<file path="src/rtl/sw_debounce.sv">
// sw_debounce: 2-flop synchroniser plus whole-byte debounce FSM with commit pulses.
// Optional DEB_CHG_CNT_EN adds an 8-bit wrapping commit counter on chg_cnt.
module sw_debounce #(
  parameter int              CNT_W           = 24,
  parameter logic [CNT_W-1:0] DEBOUNCE_CYCLES = 24'd10_000
) (
  input  logic       clk,
  input  logic       rst_n,
  input  logic       ena,
  input  logic [7:0] sw_in,
  output logic [7:0] sw_stable,
  output logic [7:0] sw_rise,
  output logic [7:0] sw_fall,
  output logic       change_stb
`ifdef DEB_CHG_CNT_EN
  ,
  output logic [7:0] chg_cnt
`endif
);

  localparam logic [CNT_W-1:0] LAST = DEBOUNCE_CYCLES - CNT_W'(1);

  typedef enum logic {STABLE, SETTLE} state_t;

  state_t           state_q, state_d;
  logic [7:0]       sync1, sync_q;
  logic [7:0]       cand_q, cand_d;
  logic [CNT_W-1:0] cnt_q, cnt_d;
  logic [7:0]       stable_d;
  logic [7:0]       rise_q, rise_d, fall_q, fall_d;
  logic             stb_q, stb_d;

  // Synchroniser free-runs so the FSM sees current switches the moment ena returns.
  always_ff @(posedge clk or negedge rst_n) begin
    if (!rst_n) begin
      sync1  <= '0;
      sync_q <= '0;
    end else begin
      sync1  <= sw_in;
      sync_q <= sync1;
    end
  end

  always_comb begin
    state_d  = state_q;
    cand_d   = cand_q;
    cnt_d    = cnt_q;
    stable_d = sw_stable;
    rise_d   = '0;
    fall_d   = '0;
    stb_d    = 1'b0;
    if (ena) begin
      unique case (state_q)
        STABLE: begin
          if (sync_q != sw_stable) begin
            cand_d  = sync_q;
            cnt_d   = '0;
            state_d = SETTLE;
          end
        end
        SETTLE: begin
          if (sync_q != cand_q) begin
            if (sync_q == sw_stable) begin
              state_d = STABLE;
            end else begin
              cand_d = sync_q;
              cnt_d  = '0;
            end
          end else if (cnt_q == LAST) begin
            stable_d = cand_q;
            rise_d   = cand_q & ~sw_stable;
            fall_d   = ~cand_q & sw_stable;
            stb_d    = 1'b1;
            state_d  = STABLE;
          end else begin
            cnt_d = cnt_q + CNT_W'(1);
          end
        end
        default: state_d = STABLE;
      endcase
    end
  end

  always_ff @(posedge clk or negedge rst_n) begin
    if (!rst_n) begin
      state_q   <= STABLE;
      cand_q    <= '0;
      cnt_q     <= '0;
      sw_stable <= '0;
      rise_q    <= '0;
      fall_q    <= '0;
      stb_q     <= 1'b0;
    end else begin
      state_q   <= state_d;
      cand_q    <= cand_d;
      cnt_q     <= cnt_d;
      sw_stable <= stable_d;
      rise_q    <= rise_d;
      fall_q    <= fall_d;
      stb_q     <= stb_d;
    end
  end

  // Pulses are masked while disabled so a commit never leaks into an ena=0 cycle.
  assign sw_rise    = rise_q & {8{ena}};
  assign sw_fall    = fall_q & {8{ena}};
  assign change_stb = stb_q & ena;

`ifdef DEB_CHG_CNT_EN
  always_ff @(posedge clk or negedge rst_n) begin
    if (!rst_n)     chg_cnt <= '0;
    else if (stb_d) chg_cnt <= chg_cnt + 8'd1;
  end
`endif

endmodule

</file>
<file path="config.mk">
export PLATFORM = sky130hd
export DESIGN_NAME = sw_debounce
export DESIGN_NICKNAME = d
export VERILOG_FILES = /design/src/rtl/sw_debounce.sv
export SDC_FILE = /design/constraint.sdc
export NUM_CORES = 1
export LEC_CHECK = 0
export CELL_PAD_IN_SITES_DETAIL_PLACEMENT = 0
export CELL_PAD_IN_SITES_GLOBAL_PLACEMENT = 1
export CORE_UTILIZATION = 40
export CTS_CLUSTER_SIZE = 24
export DETAILED_ROUTE_END_ITERATION = 16
export GPL_ROUTABILITY_DRIVEN = 0
export PLACE_DENSITY = 0.81
export SKIP_CTS_REPAIR_TIMING = 1
export SYNTH_ARGS = -nofsm -noshare
export SYNTH_HDL_FRONTEND = slang
export SYNTH_SLANG_ARGS = --single-unit
</file>
<file path="constraint.sdc">
create_clock -name clk -period 2.7 [get_ports clk]
set_clock_uncertainty 0.05 [all_clocks]
set_input_delay 0.405 -clock clk [delete_from_list [all_inputs] [get_ports clk]]
set_output_delay 0.405 -clock clk [all_outputs]
set_load 0.02 [all_outputs]
</file>
**Word level (Yosys, flattened, before mapping)**

Cells that the tools add are included.
W data, S select, Z words.

- Register bits: 74
- Output and inout port bits: 25
- Word-level logic and storage cells: 57

- Reduce and logical (&&, ||, !) cells: 3
- Eq/ne operators: 9
- Bitwise gates (word level): 9
- Add/sub/neg operators: 1
- Muxes and demuxes: 26

Operators with widths:

| operator | number |
|---|---|
| $mux W24 | 4 |
| $mux W8 | 11 |
| $pmux W24 S2 | 1 |
| $and A8 B8 Y8 | 4 |
| $add A24 B1 Y24 const B | 1 |
| $eq A24 B14 Y1 const B | 1 |
| $ne A8 B8 Y1 | 2 |
| $not A8 Y8 | 2 |
| $pmux W8 S2 | 1 |
| $reduce_and A4 Y1 | 3 |
| $eq A8 B8 Y1 | 1 |
| $mux W1 | 8 |
| $ne A3 B3 Y1 const B | 2 |
| $ne A2 B2 Y1 const B | 2 |
| $ne A2 B1 Y1 const B | 1 |
| $not A1 Y1 | 2 |
| $pmux W1 S2 | 1 |
| $and A1 B1 Y1 | 1 |

**Logic depth before layout (Yosys ltp)**

Gate-level depths: netlist (run 1).

- Word-level depth: 6
- Mapped depth: 7
- Depth with buffers taken out: 6

**Least setup slack after synthesis (run 1)**

No wires, ideal clock.

- Kind: register -> register
- Start point: reg cnt_q[0]
- End point: reg sw_stable[5]
- Library setup time: 0.125 ns
- Cell stages (with the launch flop): 8
- Path slack: 0.715 ns
- Path buffers: 1
- Period minus slack after synthesis: 1.985 ns
- Data arrival time: 1.810 ns
- Required time: 2.525 ns
- Cell sequence: dfrtp_1 ha_1 and3_1 nand3_1 nor4_2 nand2_2 buf_6 mux2_4

- Cells in the longest elaborated chain, start to end: 2

Ends and longest elaborated chain:

| item | line | RTL |
|---|---|---|
| from (decl) | 28 | `logic [CNT_W-1:0] cnt_q, cnt_d;` |
| from (signal assigned) | 96 | `cnt_q <= cnt_d;` |
| $eq A24 B14 Y1 | 69 | `end else if (cnt_q == LAST) begin` |
| $reduce_and A4 Y1 (no line) | n/a |  |
| to (signal assigned) | 97 | `sw_stable <= stable_d;` |
| to (decl) | 11 | `output logic [7:0] sw_stable,` |

Every way passes these cells.
A chain may end at the register's enable or synchronous reset.

**Worst setup path after layout (run 1)**

- Start point: in ena
- End point: out sw_rise[5]

- Cells in the longest elaborated chain, start to end: 1

Ends and longest elaborated chain:

| item | line | RTL |
|---|---|---|
| from (decl) | 9 | `input logic ena,` |
| $and A8 B8 Y8 | 105 | `assign sw_rise = rise_q & {8{ena}};` |
| to (decl) | 12 | `output logic [7:0] sw_rise,` |

Every way passes these cells.

==> impl_metrics.tcl, run 1 <==
set metrics [dict create \
    outcome "finished, final reports clean" \
    drv_slew 0 \
    peakVddDrop_uv 235 \
    clk_path_buf_depth 2 \
    die_w_microns 94.9 \
    cts_tree "yes" \
    worst-path-buf-inv 3 \
    p_int_w 0.00153 \
    rsz0062_at_grt "false" \
    cts_root_buffer "clkbuf_8" \
    cp-end-kind "output port" \
    drtIter0Drc 148 \
    yosysWarningCount 0 \
    synth_seq_cells 74 \
    syn_area_sq_um 3450 \
    min_period_ns 2.43 \
    slowest_stage "clkdlybuf4s50_1" \
    worst_skew_pair.late_latency_ns 0.35 \
    overflow 0 \
    required_ns 2.25 \
    die_y_microns 94.9 \
    diodes 0 \
    std_cell_rows 33 \
    m1WireLength_microns 3330 \
    fmax_mhz 412 \
    instances_no_fill 452 \
    num-nets-final 354 \
    finalInstanceArea_sq_um 4110 \
    critPathArrivalTime_ns 1.97 \
    period_share 0.899 \
    synth.avg_cell_area_sq_um 11.5 \
    antenna_found_initial 0 \
    comb_power_share 0.054 \
    switching_share 0.250 \
    drt-total-wl_microns 6880 \
    ys_types 44 \
    grt_first_pass_wirelength_microns 11900 \
    first_pass_iters 5 \
    ys_top_cells_by_area "dfrtp_1 (54%), a31oi_1 (6.2%), xnor2_1 (4.1%), nor3b_1 (3.5%), and2_1 (3.4%)" \
    synth-main-ff-cell "dfrtp_1" \
    synthCells 300 \
    htreeDepth 3 \
    placed_cell_area_sq_um 3930 \
    synth_top_area_frac 0.536 \
    clkSlewWorstSetupHoldPaths_ns 0.08 \
    dieArea_sq_um 9010 \
    maxCapViolations 0 \
    sequentialPowerShare 0.571 \
    hold_viol_final 0 \
    critical_path.max_stage_delay_ns 0.64 \
    hpwlAfterDp_microns 4660 \
    setup_viol 0 \
    cp-start-kind "primary input" \
    setup_tns_ns 0 \
    crit_family "buffers and inverters" \
    tightest_slew_ns 0.734 \
    wl_per_cell_microns 15.2 \
    crit_top_cell "clkdlybuf4s50_1" \
    wl_met3_microns 370 \
    synth_area_leader_cell "dfrtp_1" \
    p_switching_w 0.000509 \
    ant_nets 0 \
    layout-drive-gt1-share 0.147 \
    path_cells "clkdlybuf4s50_1, buf_4, and2_1, clkdlybuf4s50_1" \
    synth_nets 312 \
    highest-signal-layer "met4" \
    drcViolationCount 0 \
    synth_seq_area_share 0.536 \
    numCtsBuffers 9 \
    clkPwrFrac 0.375 \
    criticalPathCategory "primary input to output port" \
    start_util 0.416 \
    routed-via-count 2433 \
    fp.coreArea_sq_um 8300 \
    grt_usage 0.174 \
    fillers 740 \
    p_per_area_nw_per_um2 495 \
    clkSinkCount 74 \
    p_leak_nw 1.67 \
    preCtsSetupSlack_ns 0.135 \
    dr_wl_met2_microns 3100 \
    grt_max_degree 34 \
    timing.final.ws_setup_ns 0.273 \
    syn_to_final_growth_pct 19.0 \
    synthArstFlopShare 1.00 \
    vias_per_cell 5.38 \
    grt_pass1_vias 2328 \
    cp_max_fo 10 \
    ios 36 \
    portBuffers 35 \
    dp.cells 436 \
    max_slew_margin 0.508 \
    synth_edf_count 0 \
    hp-class "primary input to asynchronous set/reset pin" \
]
-- through the flow --
stage | utilization | hold slack (ns) | power [W]
after floorplan | - | 0.0594 | 0.00124
after global placement | 0.474 | 0.283 | 0.00129
after detailed placement | 0.474 | 0.285 | 0.00130
after CTS | 0.495 | 0.0350 | 0.00207
after global routing | 0.495 | 0.0605 | 0.00213
final | 0.495 | 0.0262 | 0.00204
-- cell families (layout without fill, tap and decap cells) --
| group | Yosys count | count (layout) | synth area share |
|---|---|---|---|
| compound gates | 53 | 53 | 0.105 |
| xor+xnor | 16 | 16 | 0.0406 |
| fa+ha+maj | 1 | 1 | 0.00362 |
| buf+inv | 19 | 66 | 0.0290 |
| flops | 74 | 74 | 0.536 |
| mux | 17 | 17 | 0.0583 |
| simple gates | 120 | 120 | 0.227 |
-- synthesized netlist by cell type, types with 3 or more instances --
cell,instances
and3_1,8
nand3_1,10
buf_2,4
mux2_4,3
nand4_1,9
buf_6,3
o21ai_0,7
mux2_1,5
dfrtp_1,74
nand2_1,19
mux2_2,8
nor3b_1,16
nand2b_1,8
nor2_1,10
and2_1,19
a31oi_1,34
nor4_4,3
inv_1,6
nor4_1,3
xnor2_1,16
and4_1,3
clkbuf_1,5
-- cell usage in the layout, fill, tap and decap left out, types with 6 or more instances in the layout --
cell / instances
xnor2_1: 16
dfrtp_1: 74
mux2_2: 8
nand2_1: 19
nor2_1: 10
buf_4: 8
a31oi_1: 34
clkdlybuf4s50_1: 34
nand3_1: 10
and3_1: 8
inv_1: 6
o21ai_0: 7
nor3b_1: 16
clkbuf_8: 9
and2_1: 19
nand2b_1: 8
nand4_1: 9
-- sequential cells by signal, summed over array words and instances (netlist names), 8 cells and up --
name	cells
cand_q	8
cnt_q	24
fall_q	8
rise_q	8
sw_stable	8
sync1	8
sync_q	8
-- power groups by stage --
stage	registers (W)	clock network, W	logic [W]
after detailed placement	0.00118	0	0.000113
after CTS	0.00116	0.000790	0.000113
after floorplan	0.00117	0	0.0000608
after global placement	0.00118	0	0.000111
final	0.00116	0.000763	0.000110
after global routing	0.00117	0.000841	0.000122
-- worst paths after layout --
path,slack [ns],depth (start not counted),end,from
worst max-delay path,0.27,4,sw_rise[5],ena
worst min-delay path,0.03,1,cnt_q[16]$_DFFE_PN0P_,rst_n
worst max register to register,0.36,6,sw_stable[2]$_DFFE_PN0P_,cnt_q[0]$_DFFE_PN0P_
worst min register to register,0.30,0,sync_q[1]$_DFF_PN0_,sync1[1]$_DFF_PN0_
max in group asynchronous,1.91,2,sync_q[6]$_DFF_PN0_,rst_n
min in group clk,0.30,0,sync_q[1]$_DFF_PN0_,sync1[1]$_DFF_PN0_
-- final cells by class --
type                    count  area (sq um)  share of cell area
repair buffers             44           425               0.104
clock inverters             7          52.6              0.0128
multi-input cells         207          1500               0.366
inverters                   6          22.5             0.00548
well taps                 105           131              0.0320
flip-flops and latches     74          1850               0.451
clock buffers               9           124              0.0301
-- routing by layer --
metal  global-route usage  vias up
met4               0.0770        0
li1                     -     1195
met2                0.247       79
met1                0.256     1150
met3               0.0346        9
met5                    0        -
Power figures use the tool's default switching activity.
==> inputs of run 2 (changes only) <==
CELL_PAD_IN_SITES_DETAIL_PLACEMENT = 1   (was 0)
CORE_MARGIN = 8   (was unset)
==> run 2 against run 1 <==
  * Maximum frequency decreased by 1.7%
  * Clock power increased by 26%
  * Register-to-register slack got worse by 0.13 ns
  * Die area increased by 32%
  * Core utilization decreased by 0.84 points
  * Largest cell class unchanged
  * Flip-flop and latch count unchanged
  * Highest routed layer unchanged
  * Power increased by 9.9%
  * Setup slack got worse by 0.041 ns
==> impl_metrics.tcl, run 2 (synthesized netlist as in run 1, its figures left out) <==
set metrics [dict create \
    outcome "finished, final reports clean" \
    drtIter0Drc 128 \
    vias_per_cell 5.55 \
    finalInstanceArea_sq_um 4160 \
    min_period_ns 2.47 \
    layout-drive-gt1-share 0.147 \
    switching_share 0.233 \
    tightest_slew_ns 0.658 \
    wl_per_cell_microns 17.8 \
    p_int_w 0.00172 \
    fmax_mhz 405 \
    die_y_microns 109 \
    period_share 0.914 \
    comb_power_share 0.050 \
    fp.coreArea_sq_um 8550 \
    p_switching_w 0.000522 \
    std_cell_rows 34 \
    start_util 0.404 \
    syn_to_final_growth_pct 20.5 \
    required_ns 2.89 \
    max_slew_margin 0.561 \
    ios 36 \
    grt_pass1_vias 2785 \
    diodes 0 \
    regMostFlops "cnt_q" \
    r2r_slack_ns 0.23 \
    overflow 0 \
    grt_usage 0.149 \
    hpwlAfterDp_microns 5760 \
    antenna_found_initial 0 \
    p_leak_nw 1.70 \
    clkPwrFrac 0.429 \
    clkSlewWorstSetupHoldPaths_ns 0.09 \
    portBuffers 35 \
    ff2ff_path_depth 7 \
    cts_tree "yes" \
    r2r_end "fall_q[0]$_DFF_PN0_" \
    clk_path_buf_depth 2 \
    drcViolationCount 0 \
    r2r-start "cnt_q[0]$_DFFE_PN0P_" \
    clkSinkCount 74 \
    cp-end-kind "register" \
    cp_max_fo 20 \
    maxCapViolations 0 \
    num-nets-final 354 \
    grt_first_pass_wirelength_microns 13900 \
    first_pass_iters 4 \
    worst_skew_pair.late_latency_ns 0.34 \
    peakVddDrop_uv 295 \
    rsz0062_at_grt "false" \
    sequentialPowerShare 0.521 \
    htreeDepth 3 \
    holdWs_ns 0.0394 \
    drt-total-wl_microns 8120 \
    ant_nets 0 \
    cts_root_buffer "clkbuf_8" \
    fillers 923 \
    grt_max_degree 47 \
    criticalPathCategory "register to register" \
    p_per_area_nw_per_um2 537 \
    setup_tns_ns 0 \
    hp-class "primary input to asynchronous set/reset pin" \
    cp-start-kind "register" \
    setup_viol 0 \
    largest_reg_flops 24 \
    drv_slew 0 \
    layout.cells.most_common "dfrtp_1" \
    die_w_microns 109 \
    routed-via-count 2526 \
    hold_viol_final 0 \
    layout_common_cells "dfrtp_1 (74), a31oi_1 (34), clkdlybuf4s50_1 (34), nand2_1 (19), and2_1 (19)" \
    critPathArrivalTime_ns 2.66 \
    placed_cell_area_sq_um 3940 \
    dieArea_sq_um 11900 \
    numCtsBuffers 9 \
]
-- run 2: changes by cell type in the layout (fill, tap and decap cells not counted), sizes merged --
cell and delta:
bufinv +2, clkinv -2
-- run 2: cell type report --
| type | instances | area [sq um] | share of cell area |
|---|---|---|---|
| tap | 108 | 135 | 0.0325 |
| multi-input combinational | 207 | 1500 | 0.361 |
| clock buffer | 9 | 124 | 0.0298 |
| sequential | 74 | 1850 | 0.445 |
| clock inverter | 7 | 101 | 0.0243 |
| inverter | 6 | 22.5 | 0.00541 |
| timing repair buffer | 44 | 425 | 0.102 |
-- run 2: routing by layer --
metal | GRT usage | vias to the layer above | wire length, microns
met5 | 0 | - | 0
met4 | 0.0528 | 0 | 123
met2 | 0.253 | 38 | 4140
met1 | 0.186 | 1289 | 3650
li1 | - | 1188 | -
met3 | 0.0290 | 11 | 206
-- run 2: worst max-delay path by stage --
stage / from / end / slack [ns] / cells after the start
floorplan: cnt_q[0]$_DFFE_PN0P_ / sw_stable[5]$_DFFE_PN0P_ / 0.71 / 7
CTS: cnt_q[0]$_DFFE_PN0P_ / fall_q[0]$_DFF_PN0_ / 0.20 / 7
detailed placement: cnt_q[0]$_DFFE_PN0P_ / fall_q[0]$_DFF_PN0_ / 0.20 / 7
finish: cnt_q[0]$_DFFE_PN0P_ / fall_q[0]$_DFF_PN0_ / 0.23 / 7
global placement: cnt_q[0]$_DFFE_PN0P_ / fall_q[0]$_DFF_PN0_ / 0.42 / 7
global route: cnt_q[0]$_DFFE_PN0P_ / fall_q[0]$_DFF_PN0_ / 0.004 / 7
-- run 2: stage by stage --
stage	std cells	utilization	total power, W	worst slack (ns)
2_1_floorplan	300	-	0.00124	0.715
3_3_place_gp	439	0.460	0.00129	0.418
3_5_place_dp	439	0.460	0.00130	0.201
4_1_cts	455	0.487	0.00226	0.197
5_1_grt	455	0.487	0.00233	0.00372
6_report	455	0.487	0.00224	0.232
-- run 2: power by group through the flow --
stage	sequential (W)	clock (W)	combinational, W
2_1_floorplan	0.00117	0	0.0000608
3_3_place_gp	0.00118	0	0.000110
3_5_place_dp	0.00119	0	0.000115
4_1_cts	0.00116	0.000983	0.000116
5_1_grt	0.00117	0.00103	0.000125
6_report	0.00117	0.000959	0.000112
-- run 2: worst max-delay path: stages, from the launching register on --
cell,delay [ns]
dfrtp_1,0.40
ha_1,0.25
and3_1,0.30
nand3_1,0.12
nor4_2,0.36
nand2_2,0.33
buf_4,0.28
nor3b_1,0.27
==> edit, RTL diff (settings of run 2) <==
Build with the macro `DEB_CHG_CNT_EN` defined.
--- a/src/rtl/sw_debounce.sv
+++ b/src/rtl/sw_debounce.sv
@@ -1,4 +1,6 @@
 // sw_debounce: 2-flop synchroniser plus whole-byte debounce FSM with commit pulses.
 // Optional DEB_CHG_CNT_EN adds an 8-bit wrapping commit counter on chg_cnt.
+`define DEB_CHG_CNT_EN
+
 module sw_debounce #(
   parameter int              CNT_W           = 24,
Formal check against the unedited RTL (old outputs only; new: chg_cnt): equivalent (equiv_simple and equiv_induct, registers matched by name and starting in step).
==> edit against run 2 <==
Global-route usage up 1.2 points; die area rose by 5.7%; cell count rose by 14%; setup slack got worse by 0.11 ns; critical endpoint is now fall_q[7]; first-iteration DRC count shrank 2.3%; cell area grew 11%; clock power rose by 16%; worst hold slack worse by 0.030 ns; wire length is 20% higher; area after synthesis grew 6.7%; total power is 12% higher; largest power group unchanged; non-clock buffer count increased by 20; sequential cell count grew 8.
==> edit: results (changes against run 2) <==
| Metric | Value |
|---|---|
| Outcome | finished, final reports clean |
| Worst-margin pin slew | 0.534 ns (-0.125 ns) |
| Fraction of layout cells with a size suffix above 1 | 13.0% (-1.7 points) |
| Cells after synthesis | 346 (+15%) |
| Yosys warns | 0 (unchanged) |
| Port bufs | 43 (+23%) |
| Initial DRC Count | 125 (-2.3%) |
| Most common library cells after synthesis | 82 x dfrtp_1, 51 x nand2_1, 19 x nor3b_1, 18 x and2_1 |
| Non-Filler Instances | 520 (+14%) |
| CTS clk-pin slew, worst paths | 0.09 ns (about the same) |
| Final net count | 417 (+18%) |
| Arr. time, crit path | 2.79 ns (+0.13 ns) |
| DRT Pass-1 Iters | 4 (unchanged) |
| Vias | 2846 (+13%) |
| Hold WC Path Type | input port to asynchronous set/reset pin |
| Post-place instance area | 4350 um2 (+11%) |
| CTS max path bufs | 2 (unchanged) |
| Lkg Pwr | 2.06 nW (+22%) |
| Post-synthesis sequential area ratio | 55.7% (+2.1 points) |
| Count of cell types in the netlist | 39 (-11%) |
| Met2 GRT Util | 28.4% (+3.2 points) |
| Largest Register | cnt_q |
| Max FO, Critical Path | 6 (-70%) |
| Area contributors post-synth | dfrtp_1 56%, nand2_1 5.2%, nor3b_1 3.9% |
| Grt met1 use | 18.9% (+0.29 points) |
| Post-synth top flop | dfrtp_1 |
| Largest net degree at the start of global routing | 83 (+77%) |
| CTS root buffer | clkbuf_8 |
| CP startpoint kind | flop |
| Placed Cells | 504 (+15%) |
| Met3 usage | 3.79% (+0.89 points) |
| H-tree depth | 3 (unchanged) |
| Max reg flops | 24 (unchanged) |
| Clock latency on the worst-skew pair | 0.36 ns (+0.02 ns) |
| Antenna diodes | 0 (unchanged) |
| Pre-CTS setup slack | 0.0918 ns (-0.109 ns) |
| Post-synth ARST share | 100% (unchanged) |
| TritonCTS buffer count | 9 (unchanged) |
| Global-route wire length before repair | 16.3 mm (+17%) |
| Net count after synthesis | 359 (+15%) |
| Initial antenna violation count | 0 (unchanged) |
| Peak supply drop | 328 uV (+11%) |
| Vias in the first global route | 3119 (+12%) |
| Post-DP HPWL | 6.65 mm (+16%) |
| Fill cells | 990 (+7.3%) |
| Overall routing resource usage | 16.2% (+1.2 points) |
| R2R Path Start | cnt_q[7] |
| Routed WL | 9.78 mm (+20%) |
## edit: changes by cell type in the layout (fill, tap and decap cells not counted), moves of 7 or more
cell	delta
a21o_1	+7
a21oi_1	+7
a31oi_1	-26
buf_4	+12
clkdlybuf4s50_1	+8
dfrtp_1	+8
nand2_1	+32
xor2_1	+11
## edit: worst max-delay path: stages (launching register included)
cell,delay (ns)
dfrtp_1,0.39
or4b_4,0.55
nor4_4,0.27
nand4_2,0.16
or4_4,0.64
buf_4,0.19
nor3b_1,0.22
## edit: layout make-up
class	count	area (um2)	area share, %
inverter	6	22.5	0.488
sequential	82	2050	44.5
tap	111	139	3.01
multi-input combinational	241	1540	33.4
timing repair buffer	64	611	13.2
clock buffer	9	124	2.69
clock inverter	7	124	2.69
## edit: path summary, 6_finish.rpt
check | endpoint | slack (ns) | cells after the start
worst max-delay path | fall_q[7] | 0.12 | 6
worst min register to register | sync_q[3] | 0.31 | 0
worst min-delay path | stb_q | 0.009 | 2
min in group clk | sync_q[3] | 0.31 | 0
worst max register to register | fall_q[7] | 0.12 | 6
max in group asynchronous | cnt_q[7] | 2.23 | 2
## edit: layer usage
layer / vias up / wire, um
met1: 1459 / 4210
met4: 0 / 165
met2: 49 / 5130
met5: - / 0
met3: 17 / 277
li1: 1321 / -
## edit: cell families after synthesis
| family | Yosys count | synth area share [%] |
|---|---|---|
| fa+ha+maj | 2 | 0.679 |
| xor+xnor | 26 | 6.18 |
| simple gates | 158 | 23.4 |
| buf+inv | 23 | 2.82 |
| flops | 82 | 55.7 |
| mux | 11 | 3.26 |
| compound gates | 44 | 7.98 |
## edit: power breakdown
part           internal (W)  switching, W  total [W]  leakage (nW)
sequential          0.00125     0.0000314    0.00128          1.08
combinational     0.0000542     0.0000612   0.000115         0.858
clock              0.000623      0.000489    0.00111         0.120
